### src/rtl/accel_sample_sched.sv
// Periodic accelerometer read scheduler with a per-axis change-threshold filter.
// Define ACCEL_SCHED_TIMEOUT_EN to bound how long rd_req waits for rd_ack.
module accel_sample_sched #(
    parameter int SAMPLE_DIV = 100000,
    parameter int TOL        = 75,
    parameter int TIMEOUT    = 255
) (
    input  logic        clk,
    input  logic        rst,
    input  logic        en,
    output logic        rd_req,
    input  logic        rd_ack,
    input  logic [11:0] rd_x,
    input  logic [11:0] rd_y,
    output logic        smp_valid,
    output logic [11:0] smp_x,
    output logic [11:0] smp_y,
    output logic        busy,
    output logic        missed_tick,
    output logic        timeout_err
);
    localparam int DATA_W = 12;
    localparam int CNT_W  = (SAMPLE_DIV > 1) ? $clog2(SAMPLE_DIV) : 1;
    localparam logic [CNT_W-1:0] TICK_LAST = CNT_W'(SAMPLE_DIV - 1);
    localparam logic [DATA_W:0]  TOL_W     = (DATA_W + 1)'(TOL);

    typedef enum logic [1:0] {
        S_WAIT,
        S_REQ,
        S_CHECK
    } state_t;

    state_t            state;
    logic [CNT_W-1:0]  tick_cnt;
    logic              tick;
    logic              first_smp;
    logic [DATA_W-1:0] cap_x_p1;
    logic [DATA_W-1:0] cap_y_p1;
    logic [DATA_W:0]   diff_x;
    logic [DATA_W:0]   diff_y;
    logic              accept;

    // Sign-magnitude to two's complement; -0 collapses to 0.
    function automatic logic signed [DATA_W:0] sm_to_signed(input logic [DATA_W-1:0] v);
        logic signed [DATA_W:0] mag;
        mag = $signed({2'b00, v[DATA_W-2:0]});
        return v[DATA_W-1] ? -mag : mag;
    endfunction

    function automatic logic [DATA_W:0] abs_diff(input logic signed [DATA_W:0] a,
                                                  input logic signed [DATA_W:0] b);
        logic signed [DATA_W+1:0] d;
        d = $signed({a[DATA_W], a}) - $signed({b[DATA_W], b});
        return (DATA_W + 1)'(d[DATA_W+1] ? -d : d);
    endfunction

    assign tick   = en && (tick_cnt == TICK_LAST);
    assign busy   = (state != S_WAIT);
    assign diff_x = abs_diff(sm_to_signed(cap_x_p1), sm_to_signed(smp_x));
    assign diff_y = abs_diff(sm_to_signed(cap_y_p1), sm_to_signed(smp_y));
    assign accept = first_smp || (diff_x > TOL_W) || (diff_y > TOL_W);

`ifdef ACCEL_SCHED_TIMEOUT_EN
    localparam int TO_W = 10;
    localparam logic [TO_W-1:0] TO_LAST = TO_W'(TIMEOUT - 1);
    logic [TO_W-1:0] to_cnt;
    logic            to_err;
    assign timeout_err = to_err;
`else
    logic unused_timeout;
    assign unused_timeout = ^TIMEOUT;
    assign timeout_err    = 1'b0;
`endif

    always_ff @(posedge clk) begin
        if (rst) begin
            state       <= S_WAIT;
            tick_cnt    <= '0;
            rd_req      <= 1'b0;
            smp_valid   <= 1'b0;
            smp_x       <= '0;
            smp_y       <= '0;
            missed_tick <= 1'b0;
            first_smp   <= 1'b1;
`ifdef ACCEL_SCHED_TIMEOUT_EN
            to_cnt      <= '0;
            to_err      <= 1'b0;
`endif
        end else begin
            smp_valid <= 1'b0;

            if (!en || tick) begin
                tick_cnt <= '0;
            end else begin
                tick_cnt <= tick_cnt + CNT_W'(1);
            end

            case (state)
                S_WAIT: begin
                    if (tick) begin
                        state  <= S_REQ;
                        rd_req <= 1'b1;
`ifdef ACCEL_SCHED_TIMEOUT_EN
                        to_cnt <= '0;
`endif
                    end
                end

                // Capture stage: data lands in cap_*_p1 on the ack edge
                S_REQ: begin
                    if (tick) begin
                        missed_tick <= 1'b1;
                    end
                    if (rd_ack) begin
                        cap_x_p1 <= rd_x;
                        cap_y_p1 <= rd_y;
                        rd_req   <= 1'b0;
                        state    <= S_CHECK;
                    end
`ifdef ACCEL_SCHED_TIMEOUT_EN
                    else if (to_cnt == TO_LAST) begin
                        rd_req <= 1'b0;
                        to_err <= 1'b1;
                        state  <= S_WAIT;
                    end else begin
                        to_cnt <= to_cnt + TO_W'(1);
                    end
`endif
                end

                // Filter stage: compare against last accepted sample
                S_CHECK: begin
                    if (tick) begin
                        missed_tick <= 1'b1;
                    end
                    if (accept) begin
                        smp_x     <= cap_x_p1;
                        smp_y     <= cap_y_p1;
                        smp_valid <= 1'b1;
                        first_smp <= 1'b0;
                    end
                    state <= S_WAIT;
                end

                default: begin
                    state  <= S_WAIT;
                    rd_req <= 1'b0;
                end
            endcase
        end
    end

endmodule

### config.mk
export PLATFORM = sky130hd
export DESIGN_NAME = accel_sample_sched
export DESIGN_NICKNAME = d
export VERILOG_FILES = /design/src/rtl/accel_sample_sched.sv
export SDC_FILE = /design/constraint.sdc
export NUM_CORES = 1
export LEC_CHECK = 0
export CORE_UTILIZATION = 45
export DETAILED_ROUTE_END_ITERATION = 7
export PLACE_DENSITY = 0.64
export SETUP_SLACK_MARGIN = 0.4
export SYNTH_ARGS = -nofsm -noshare
export SYNTH_HDL_FRONTEND = slang
export SYNTH_SLANG_ARGS = --single-unit
### constraint.sdc
create_clock -name clk -period 6.3 [get_ports clk]
set_clock_uncertainty 0.1 [all_clocks]
set_input_delay 0.945 -clock clk [delete_from_list [all_inputs] [get_ports clk]]
set_output_delay 0.945 -clock clk [all_outputs]
set_load 0.1 [all_outputs]
==> metrics.txt <==
Post-synth EDFFs 24; Post-route DRC 0; Netlist cell types 85; P_leak 2.53 nW; Clk pin slew, worst setup/hold paths 0.06 ns; Hold WC Path Type register to register; initial antenna violation count 0; GRT Total Usage 21.5%; top-count cell post-synth nor2_1; sequential-to-total area share from yosys stat 26.8%; CTS tree done; GP Congestion 0.876; ys flop type dfxtp_1; H-tree depth 3; Area Overhead vs Synth 14.8%; Gate Count Post-Synth 740; post-synthesis adder-cell area fraction 7.91%; IO Count 57; VDD IR max 0.193 mV; Yosys reg bits 71; first-pass iteration count of the detailed router 5; Synth async-reset ratio 0%; Post-CTS Hold Fix Bufs 0; post-route ant nets 0; Post-Route Setup TNS 0 ns; WP data required 6.40 ns; gr ovfl total 0; synth top area cells dfxtp_1 (15%), edfxtp_1 (12%), ha_1 (7.3%), nand2b_1 (5.8%), xnor2_1 (5.5%); WL final 15000 um; final hold slack 0.347 ns; synthesized area per cell 8.38 sq um; met3 WL 393 um; vias in the first global route 5294; critical path endpoint category register; count of warnings emitted by yosys 0; Cell Pwr Density 133 mW/mm^2; DIE AREA 0.0143 sq mm; CTS Buf Count 9; area post-placement 0.00686 sq mm; Initial DRC Count 367; Arr. time, crit path 5.19 ns; clk sinks 71; Top delay family on crit path compound AO/OA/AOI/OAI gates; largest net degree at the start of global routing 57; largest family of logic cells by synthesized area simple AND/OR/NAND/NOR gates; post-CTS setup buffers 0; critical path peak fanout 25; share of layout cells above drive strength 1 4.96%; first-pass GRT wire length 25100 um; Final Max Tran Viols 0; worst path bufs/invs 3; maxcap violations 0; post-CTS sizing 0; Root Driver clkbuf_16; Die Ht 119 um; worst skew pair latency 0.33 ns; Final Instance Area 0.00712 sq mm; wire length per cell 15.6 um; Worst setup SP type register; Buffers on Ports 55; post-DP HPWL 11600 um; final core occ 53.3%; Cell Area, Synth 0.00620 sq mm; Max-slew headroom 19.0%; # diodes 0; Die X 119 um; met2 wire len 6820 um; RSZ-0062 raised after global routing no; row count 42; Setup CP Type register to register; routed vias 5531; core area 0.0133 sq mm; share of the synthesized area in the top cell type 15.2%; Via density 5.74; clock tree buffer depth 2; Synth Area in XOR/XNOR 10.7%; Slowest Stage Delay on Critical Path 0.62 ns; mux share of post-synthesis cell area 4.58%; clock period minus worst slack 5.09 ns; Final Hold Vio Count 0; Worst-Margin Slew 1.21 ns; highest routed layer met4; f_max 197 MHz; final critical-path share of the clock period 80.7%; Net Count, Synth 806; DRT met1 WL 7550 um; starting density of the core 46.4%; CP Cell Sequence inv_1 -> ha_1 -> nand2_1 -> a21boi_0 -> inv_1 -> ha_1 -> nor2b_1 -> o2111ai_1 -> a211oi_1 -> o32ai_1 -> o21ai_0 -> xnor2_1 -> a211o_1 -> nor4_2 -> a41oi_4 -> buf_4 -> nor2b_1; status finished clean; top cells by count, synth nor2_1 (60), nand2b_1 (57), nand2_1 (56); biggest area consumer among synthesized cells dfxtp_1; compound-cell area share of the yosys netlist 21.0%; Setup-failing EPs final 0; Slowest-stage cell, CP o32ai_1; layout net count 848; Synth Area in Simple Gates 24.8%
-- through the flow --
step / power [W] / setup WS (ns) / cells
6_report: 0.000947 / 1.21 / 963
2_1_floorplan: 0.000499 / 1.37 / 740
3_5_place_dp: 0.000517 / 1.30 / 947
3_3_place_gp: 0.000516 / 1.43 / 947
5_1_grt: 0.000977 / 0.907 / 963
4_1_cts: 0.000956 / 1.29 / 963
-- per-layer routing --
layer,vias up,GRT usage [%]
met1,2601,29.5
met3,23,2.49
met4,0,7.58
met2,107,34.7
li1,2800,-
met5,-,0
-- flip-flops by register name, summed over array words and instances, names as in the netlist --
name         count
smp_valid        1
first_smp        1
missed_tick      1
cap_x_p1        12
state            2
smp_y           12
tick_cnt        17
rd_req           1
cap_y_p1        12
smp_x           12
-- placed cells by master, fill, tap and decap left out, types with 4 or more instances in the layout --
master / n
nor4_1: 9
and2_1: 6
a211o_1: 4
o21ai_1: 4
dfxtp_1: 47
nand4_1: 6
nand2_1: 56
edfxtp_1: 24
o21ai_0: 26
ha_1: 36
a211oi_1: 12
nand3_1: 17
or3_1: 10
a31oi_1: 6
nand2b_1: 57
a2111oi_0: 5
nor2b_1: 9
a32oi_1: 4
nor2_1: 59
xor2_1: 35
o211ai_1: 7
a21oi_1: 34
inv_1: 32
o31ai_1: 10
clkdlybuf4s50_1: 55
o2111ai_1: 4
a21o_1: 18
nor3_1: 20
clkbuf_16: 9
mux2i_1: 25
or4_1: 5
o21a_1: 5
xnor2_1: 39
o41ai_1: 4
and3_1: 10
-- cell type report --
| cell class | instances | area, sq um |
|---|---|---|
| inverters | 32 | 120 |
| fillers | 1288 | 6230 |
| well taps | 176 | 220 |
| clock inverters | 6 | 28.8 |
| flip-flops and latches | 71 | 1660 |
| multi-input cells | 611 | 4290 |
| repair buffers | 57 | 566 |
| clock buffers | 10 | 229 |
-- cell families (layout without fill, tap and decap cells) --
kind of cell,Yosys count,after routing
simple gates,289,289
other cells,1,1
flops,71,71
fa+ha+maj,38,38
compound gates,180,180
buf+inv,58,105
xor+xnor,75,75
mux,28,28
-- power by group --
group | internal [W] | switching (W) | leakage [nW] | total (W)
registers | 0.000474 | 0.000000428 | 0.594 | 0.000474
logic | 0.0000209 | 0.0000123 | 1.81 | 0.0000331
clock network | 0.000261 | 0.000179 | 0.125 | 0.000440
total | 0.000755 | 0.000192 | 2.53 | 0.000947
-- final timing paths --
check,start,end,slack [ns],cells after the start
max,cap_y_p1[0],smp_valid,1.21,17
min,tick_cnt[0],tick_cnt[0],0.35,1
max reg2reg,cap_y_p1[0],smp_valid,1.21,17
min reg2reg,tick_cnt[0],tick_cnt[0],0.35,1
No activity file was read; power rests on OpenSTA's default activity.
